File: src/rtl/prog_loader.sv
// Framed program-image loader: validates LEN/payload/CSUM from a byte stream and
// writes each packed 32-bit word into the program ROM's edit/send port.
module prog_loader #(
  parameter int MAX_LINES      = 64,
  parameter int TIMEOUT_CYCLES = 50000,
  parameter int TO_W           = 16
) (
  input  logic        clk,
  input  logic        rst,
  input  logic        start,
  input  logic        abort,
  input  logic [7:0]  in_data,
  input  logic        in_valid,
  output logic        in_ready,
  output logic        edit,
  output logic [7:0]  line,
  output logic [31:0] code,
  output logic        send,
  output logic        busy,
  output logic        done,
  output logic        error,
  output logic [2:0]  err_code,
  output logic [7:0]  lines_loaded
);

  typedef enum logic [2:0] {
    S_IDLE, S_LEN, S_DATA, S_SEND, S_CSUM, S_DONE
  } state_t;

  localparam logic [2:0] ERR_NONE    = 3'd0;
  localparam logic [2:0] ERR_LEN     = 3'd1;
  localparam logic [2:0] ERR_TIMEOUT = 3'd2;
  localparam logic [2:0] ERR_CSUM    = 3'd3;
  localparam logic [2:0] ERR_ABORT   = 3'd4;

  state_t            state_q;
  logic              edit_q, send_q, done_q, error_q;
  logic [2:0]        err_code_q;
  logic [7:0]        line_q, lines_q, n_q, acc_q;
  logic [31:0]       code_q;
  logic [1:0]        idx_q;
  logic [TO_W-1:0]   to_q;

  logic              counting, accept, to_hit, abort_hit, bad_len;
  logic [7:0]        lines_d;
  logic [TO_W-1:0]   to_d;
  logic [2:0]        exit_code;

  // The counter only runs in byte-accepting states; SEND never counts.
  assign counting  = (state_q == S_LEN) || (state_q == S_DATA) || (state_q == S_CSUM);
  assign in_ready  = counting && !abort;
  assign accept    = in_valid && in_ready;
  assign to_hit    = counting && !accept && (to_q == TO_W'(TIMEOUT_CYCLES - 1));
  assign abort_hit = abort && (state_q != S_IDLE) && (state_q != S_DONE);
  assign bad_len   = (in_data == 8'd0) || (in_data > 8'(MAX_LINES));
  assign lines_d   = lines_q + 8'd1;
  assign to_d      = to_q + TO_W'(1);

  always_comb begin
    exit_code = ERR_NONE;
    if (abort_hit)
      exit_code = ERR_ABORT;
    else if (to_hit)
      exit_code = ERR_TIMEOUT;
    else if (accept && (state_q == S_LEN) && bad_len)
      exit_code = ERR_LEN;
    else if (accept && (state_q == S_CSUM) && (in_data != acc_q))
      exit_code = ERR_CSUM;
  end

  always_ff @(posedge clk or posedge rst) begin
    if (rst) begin
      state_q    <= S_IDLE;
      edit_q     <= 1'b0;
      send_q     <= 1'b0;
      done_q     <= 1'b0;
      error_q    <= 1'b0;
      err_code_q <= ERR_NONE;
      line_q     <= 8'd0;
      lines_q    <= 8'd0;
      n_q        <= 8'd0;
      acc_q      <= 8'd0;
      code_q     <= 32'd0;
      idx_q      <= 2'd0;
      to_q       <= '0;
    end else begin
      send_q <= 1'b0;
      done_q <= 1'b0;
      if (exit_code != ERR_NONE) begin
        state_q    <= S_IDLE;
        edit_q     <= 1'b0;
        error_q    <= 1'b1;
        err_code_q <= exit_code;
        // An abort landing on SEND still lets that word's strobe count.
        if (state_q == S_SEND) begin
          lines_q <= lines_d;
          line_q  <= line_q + 8'd1;
        end
      end else begin
        case (state_q)
          S_IDLE: begin
            if (start) begin
              state_q    <= S_LEN;
              edit_q     <= 1'b1;
              error_q    <= 1'b0;
              err_code_q <= ERR_NONE;
              lines_q    <= 8'd0;
              line_q     <= 8'd0;
              to_q       <= '0;
            end
          end
          S_LEN: begin
            if (accept) begin
              n_q     <= in_data;
              acc_q   <= in_data;
              idx_q   <= 2'd0;
              to_q    <= '0;
              state_q <= S_DATA;
            end else begin
              to_q <= to_d;
            end
          end
          S_DATA: begin
            if (accept) begin
              code_q[{idx_q, 3'b000} +: 8] <= in_data;
              acc_q <= acc_q ^ in_data;
              idx_q <= idx_q + 2'd1;
              to_q  <= '0;
              if (idx_q == 2'd3) begin
                state_q <= S_SEND;
                send_q  <= 1'b1;
              end
            end else begin
              to_q <= to_d;
            end
          end
          S_SEND: begin
            lines_q <= lines_d;
            line_q  <= line_q + 8'd1;
            to_q    <= '0;
            state_q <= (lines_d == n_q) ? S_CSUM : S_DATA;
          end
          S_CSUM: begin
            if (accept) begin
              state_q <= S_DONE;
              done_q  <= 1'b1;
              edit_q  <= 1'b0;
            end else begin
              to_q <= to_d;
            end
          end
          S_DONE: state_q <= S_IDLE;
          default: state_q <= S_IDLE;
        endcase
      end
    end
  end

  assign edit         = edit_q;
  assign line         = line_q;
  assign code         = code_q;
  assign send         = send_q;
  assign busy         = (state_q != S_IDLE);
  assign done         = done_q;
  assign error        = error_q;
  assign err_code     = err_code_q;
  assign lines_loaded = lines_q;

endmodule

File: config.mk
export PLATFORM = sky130hd
export DESIGN_NAME = prog_loader
export DESIGN_NICKNAME = d
export VERILOG_FILES = /design/src/rtl/prog_loader.sv
export SDC_FILE = /design/constraint.sdc
export NUM_CORES = 1
export LEC_CHECK = 0
export ABC_AREA = 1
export BUFFER_PORTS_ARGS = -buffer_cell sky130_fd_sc_hd__buf_2
export CAP_MARGIN = 20
export CELL_PAD_IN_SITES_DETAIL_PLACEMENT = 0
export CELL_PAD_IN_SITES_GLOBAL_PLACEMENT = 1
export CORE_AREA = 3 3 127 104
export DETAILED_ROUTE_END_ITERATION = 10
export DIE_AREA = 0 0 130 107
export GPL_TIMING_DRIVEN = 0
export PLACE_DENSITY = 0.89
export SLEW_MARGIN = 0
export SYNTH_ARGS = -nofsm -noshare
export SYNTH_HDL_FRONTEND = slang
export SYNTH_SLANG_ARGS = --single-unit
File: constraint.sdc
create_clock -name clk -period 4.83 [get_ports clk]
set_input_delay 0.966 -clock clk [delete_from_list [all_inputs] [get_ports clk]]
set_output_delay 0.966 -clock clk [all_outputs]
set_load 0.02 [all_outputs]
==> metrics.txt, run 1 <==
post-route design area=6240 sq um; Max clock buf depth=2; core area=12100 sq um; Max Cap Violations=0; Syn Nets=786; Final Setup Violations=0; Inserted Diodes=0; Reg area=2300 sq um; Num CTS Buffers=9; worst-margin pin slew=0.938 ns; Worst EP required=3.86 ns; clock tree root buffer cell=clkbuf_16; most common cell after layout, fill and taps aside=nand2_1; post-synth top area share=42.8%; cell taking the most area after synthesis=dfrtp_1; Site Rows=36; #FFs+latches synth=92; hold buffers post-CTS=0; first-pass GRT wire length=24.6 mm; worst reg2reg setup slack=2.39 ns; RD Place Congestion=0.916; fin crit period=2.56 ns; Avg Vias per Cell=5.31; wirelength, routed=14.8 mm; clock slew at reported path FFs=0.07 ns; share of the yosys chip area belonging to registers=42.8%; clk sinks=92; fmax=390 MHz; Final period util=53.1%; Top delay family on crit path=simple AND/OR/NAND/NOR gates; dpl cell area=5940 sq um; status=complete, no violations; RSZ-0062 raised after global routing=no; # IOs=70; Final Max Slew Viols=0; P&R area growth vs syn=16.0%; post-CTS setup buffers=0; Initial Utilization=44.4%; drt drc=0; post-CTS sizing=0; final hold vios=0; initial antenna violation count=0; Max IR drop VDD=0.251 mV; Cell Pwr Density=458 nW/um^2; CTS H-tree lvls=3; max_slew headroom=37.0%; drt pass-1 iters=5; vias in the first global route=4912; FILL cells=1216; vias=5321; Ys Warns=0; port bufs=69; Setup TNS Final=0 ns; Crit. path cell count=6; slowest cell on the critical path=dfrtp_1; Total Routing Usage GR=22.0%; Place WS=2.04 ns; share of cells above drive strength 1=13.3%; area of the multi-input gates=2620 sq um; final worst slack=2.27 ns; Die X=130 um; top area cells in the synthesized netlist=dfrtp_1 43%, nand2_1 18%, nand3_1 6.9%; Leakage=3.50 nW; Reg2Reg Depth=6; most used cell, CP=inv_1; worst-skew pair later-pin latency=0.35 ns; grt total ovfl=0; number of routed nets with antenna violations=0; full die area=13900 sq um; buffer and inverter count on the worst path=3; CP startpoint kind=register; clk_skew=0.00733 ns; Final HPWL DP=10.7 mm; largest net degree at the start of global routing=49; Syn Area/Cell=7.04 sq um; commonest cells after routing, fill and taps aside=254 x nand2_1, 93 x inv_1, 92 x dfrtp_1, 76 x buf_2, 74 x nand3_1; CP Cell Sequence=inv_1 -> nand3_1 -> nand3_2 -> nand2_1 -> inv_1 -> buf_2; nets@finish=867; Hold WS=0.479 ns; Avg WL per Cell=14.7 um; Setup crit end kind=primary output; Mapped Area=5380 sq um; Data arrival, critical path=1.60 ns; DRT iter0 DRCs=379; cells after synthesis=764; peak per-stage delay on the critical path=0.41 ns; Netlist cell types=30; Power Total=0.00286 W; die span in y=107 um; TritonCTS clock tree=done; worst min path class=register to register; worst hold stages=2; Worst Setup Path Type=register to primary output; critical path fanouts, max=5
==> where the power goes <==
part	internal, W	switching, W
clock network	0.000385	0.000328
logic	0.000324	0.000801
registers	0.000912	0.000109
total	0.00162	0.00124
==> worst paths after layout <==
check | start | end
min reg2reg | error | error
max in group asynchronous | rst | acc_q[3]
max | state_q[0] | in_ready
min in group asynchronous | rst | to_q[2]
max reg2reg | idx_q[0] | code[7]
min | error | error
==> synthesized netlist by cell type (all sizes together) <==
cell type / count
o21bai: 3
ha: 9
a22o: 2
nand4: 38
a21oi: 16
nor2: 72
nand3: 79
clkbuf: 9
dfrtp: 92
nand3b: 3
nand2: 256
inv: 97
o22ai: 7
o21ai: 49
nor3: 8
xnor2: 2
xor2: 8
buf: 9
clkinv: 2
a31oi: 2
o2111ai: 1
==> final cells by class <==
| cell class | instances | share of cell area (%) |
|---|---|---|
| Buffer | 18 | 1.34 |
| Clock buffer | 11 | 4.05 |
| Clock inverter | 5 | 0.682 |
| Inverter | 99 | 6.00 |
| Multi-Input combinational cell | 555 | 42.0 |
| Sequential cell | 92 | 36.9 |
| Tap cell | 152 | 3.05 |
| Timing Repair Buffer | 70 | 5.98 |
==> layer usage <==
metal | global-route usage [%] | wire (um) | up-vias
met4 | 6.53 | 165 | 0
li1 | - | - | 2632
met2 | 32.6 | 6490 | 170
met3 | 3.74 | 936 | 18
met1 | 32.8 | 7180 | 2501
met5 | 0 | 0 | -
==> worst register-to-register path, stage by stage, from the launching register on <==
cell	delay, ns
dfrtp_1	0.46
clkbuf_1	0.32
inv_1	0.16
ha_1	0.37
nor3_1	0.77
nand2_1	0.11
a21oi_1	0.18
==> metrics by stage <==
step           util [%]  std cells
6_report           51.5       1002
5_1_grt            51.5       1002
4_1_cts            51.5       1002
3_5_place_dp       49.1        986
3_3_place_gp       48.8        985
2_1_floorplan         -        764
==> flip-flops by register name, summed over array words and instances, names as in the netlist <==
name and flops:
acc_q 8, code 32, done 1, edit 1, err_code 3, error 1
idx_q 2, line 8, lines_loaded 8, n_q 8, send 1, state_q 3
to_q 16
==> logic make-up (layout without fill, tap and decap cells) <==
group / Yosys count / in the layout / synth area share, %
simple gates: 456 / 456 / 37.0
xor+xnor: 10 / 10 / 1.63
compound gates: 80 / 80 / 8.00
fa+ha+maj: 9 / 9 / 2.09
flops: 92 / 92 / 42.8
buf+inv: 117 / 203 / 8.47
Note: power is estimated with default switching activity, not from simulation.
==> run 2: changes to the inputs <==
--- a/config.mk
+++ b/config.mk
@@ -5,16 +5,16 @@
 export SDC_FILE = /design/constraint.sdc
 export NUM_CORES = 1
 export LEC_CHECK = 0
-export ABC_AREA = 1
+export ABC_AREA = 0
 export BUFFER_PORTS_ARGS = -buffer_cell sky130_fd_sc_hd__buf_2
 export CAP_MARGIN = 20
 export CELL_PAD_IN_SITES_DETAIL_PLACEMENT = 0
 export CELL_PAD_IN_SITES_GLOBAL_PLACEMENT = 1
-export CORE_AREA = 3 3 127 104
+export CORE_AREA = 3 3 122 101
 export DETAILED_ROUTE_END_ITERATION = 10
-export DIE_AREA = 0 0 130 107
+export DIE_AREA = 0 0 125 104
 export GPL_TIMING_DRIVEN = 0
-export PLACE_DENSITY = 0.89
+export PLACE_DENSITY = 0.83
 export SLEW_MARGIN = 0
 export SYNTH_ARGS = -nofsm -noshare
 export SYNTH_HDL_FRONTEND = slang
==> constraint.sdc (replaced) <==
create_clock -name clk -period 2.7 [get_ports clk]
set_input_delay 0.54 -clock clk [delete_from_list [all_inputs] [get_ports clk]]
set_output_delay 0.54 -clock clk [all_outputs]
set_load 0.02 [all_outputs]
==> run 2 against run 1 <==
Compared with the run above:
- synthesized cell count decreased by 30%
- core utilization decreased by 1.5 points
- count of clock-buffer cells in the layout fell by 2
- register-to-register slack got worse by 2.2 ns
- worst setup slack worse by 2.0 ns
- power increased by 66%
- combinational power is 34% higher
- final cell count shrank 24%
- clock skew increased by 0.0031 ns
- area after synthesis down 12%
- highest routed layer unchanged
==> metrics.txt, run 2 <==
status=complete, no violations; Final HPWL DP=8.38 mm; full die area=13000 sq um; share of cells above drive strength 1=17.0%; Final Setup Violations=0; vias=4099; RD Place Congestion=0.830; Avg WL per Cell=15.5 um; max_slew headroom=37.3%; Data arrival, critical path=2.74 ns; Syn Nets=553; port bufs=63; most frequent cell after synthesis=nand2_1; Worst Setup Path Type=primary input to register; Post-synth EDFFs=0; Num CTS Buffers=9; final core occ=50.0%; die span in y=104 um; most frequent cells after synthesis=109 x nand2_1, 92 x dfrtp_1, 55 x o21ai_0; core area=11300 sq um; CP startpoint kind=primary input; commonest cells after routing, fill and taps aside=109 x nand2_1, 92 x dfrtp_1, 71 x buf_2, 55 x o21ai_0, 37 x nor2_1; post-synth top area share=48.4%; Cell Pwr Density=841 nW/um^2; dominant synthesized flop cell=dfrtp_1; Ys Warns=0; Clock power frac=29.0%; Leakage=2.55 nW; nets@finish=630; reg2reg start=state_q[0]; slowest cell on the critical path=or4_1; Max IR drop VDD=0.393 mV; TritonCTS clock tree=done; Total Routing Usage GR=18.3%; Worst EP required=2.97 ns; switching power=0.00175 W; wirelength, routed=11.8 mm; cells after synthesis=531; largest net degree at the start of global routing=28; CP Cell Sequence=buf_2 -> clkbuf_1 -> nor4b_1 -> mux2i_1 -> nand2_2 -> nand4b_4 -> buf_6 -> or4_1 -> a21oi_1; cell taking the most area after synthesis=dfrtp_1; Max Cap Violations=0; drt drc=0; Inserted Diodes=0; Comb pwr share=31.7%; post-CTS sizing=0; # IOs=70; peak per-stage delay on the critical path=0.47 ns; Max clock buf depth=2; drt pass-1 iters=5; top area cells in the synthesized netlist=dfrtp_1 48%, nand2_1 8.6%, o21ai_0 5.8%; worst-margin pin slew=0.933 ns; clock tree root buffer cell=clkbuf_16; number of routed nets with antenna violations=0; Avg Vias per Cell=5.39; share of the yosys chip area belonging to registers=48.4%; Syn Area/Cell=8.96 sq um; Top delay family on crit path=simple AND/OR/NAND/NOR gates; hold buffers post-CTS=0; Pint=0.00301 W; Final period util=91.7%; CP startpoint=in_data[6]; DRT iter0 DRCs=338; most common cell after layout, fill and taps aside=nand2_1; CTS H-tree lvls=3; Site Rows=35; post-CTS setup buffers=0; Reg2Reg Depth=7; Netlist cell types=53; P&R area growth vs syn=18.7%; first-pass GRT wire length=19.8 mm; worst-skew pair later-pin latency=0.35 ns; RSZ-0062 raised after global routing=no; final hold vios=0; initial antenna violation count=0; Setup crit end kind=register; Initial Utilization=42.1%; sequential power share=39.3%; Final Max Slew Viols=0; fin crit period=2.48 ns; buffer and inverter count on the worst path=3; grt total ovfl=0; Die X=125 um; critical path fanouts, max=10; Mapped Area=4760 sq um; switching share of power=36.7%; clk sinks=92; max reg flops=32; worst min path class=primary input to asynchronous set/reset pin; worst reg2reg setup slack=0.24 ns; Setup TNS Final=0 ns; fmax=404 MHz; ys async rst share=100%; reg2reg end=to_q[2]; clk_skew=0.0105 ns; vias in the first global route=3955; clock slew at reported path FFs=0.07 ns; #FFs+latches synth=92
[run 2: cell types whose count changed after synthesis, sizes merged, moves of 11 or more]
cell and delta:
nand4 -27, nand2 -146, nand3 -61, nor2 -35, inv -85, or3 +11
[run 2: cells by family after synthesis]
family / Yosys count / synth area share [%]
adders and majority gates: 9 / 2.37
and+or+nand+nor: 241 / 24.7
muxes: 5 / 1.13
DFF: 92 / 48.4
buffers and inverters: 41 / 3.92
xor gates and xnor gates: 27 / 4.97
AOI/OAI and AO/OA: 116 / 14.5
[run 2: layout make-up]
type	instances	area [sq um]
buffer	29	143
clock buffer	9	225
clock inverter	7	98.8
fill	1082	5650
inverter	12	48.8
multi-input combinational	398	2270
sequential	92	2300
tap	148	185
timing repair buffer	66	375
[run 2: through the flow]
stage               hold WS, ns  area (sq um)  power [W]  setup slack, ns  cells
floorplan                 0.470          4760    0.00293            0.350    531
global placement          0.461          5260    0.00334          -0.0585    742
detailed placement        0.465          5320    0.00340           -0.111    745
CTS                       0.221          5650    0.00479            0.215    761
global route              0.241          5650    0.00505           0.0149    761
finish                    0.223          5650    0.00475            0.224    761
[run 2: power groups by stage]
stage	clock network [W]	logic, W	registers [W]
2_1_floorplan	0	0.000950	0.00198
4_1_cts	0.00140	0.00152	0.00187
3_5_place_dp	0	0.00151	0.00189
3_3_place_gp	0	0.00146	0.00188
6_report	0.00138	0.00151	0.00187
5_1_grt	0.00145	0.00169	0.00191
[run 2: worst max-delay path by stage]
stage	end	cells past startpoint
global placement	to_q[6]	9
finish	to_q[6]	9
floorplan	to_q[6]	9
detailed placement	to_q[6]	9
CTS	to_q[2]	7
global route	n_q[6]	9
[run 2: layer usage]
layer	GRT usage [%]	up-vias	share of wire (%)
met5	0	-	0
li1	-	2012	-
met4	5.96	0	1.8
met1	25.7	1974	47
met2	28.1	95	46
met3	4.36	18	5.4
[run 2: worst reg2reg max path, stage by stage (launching register included)]
cell,delay [ns]
dfrtp_1,0.36
buf_2,0.16
or3b_1,0.48
o21ai_1,0.20
nand4_2,0.29
and4_1,0.31
and2_1,0.21
a2111oi_1,0.35
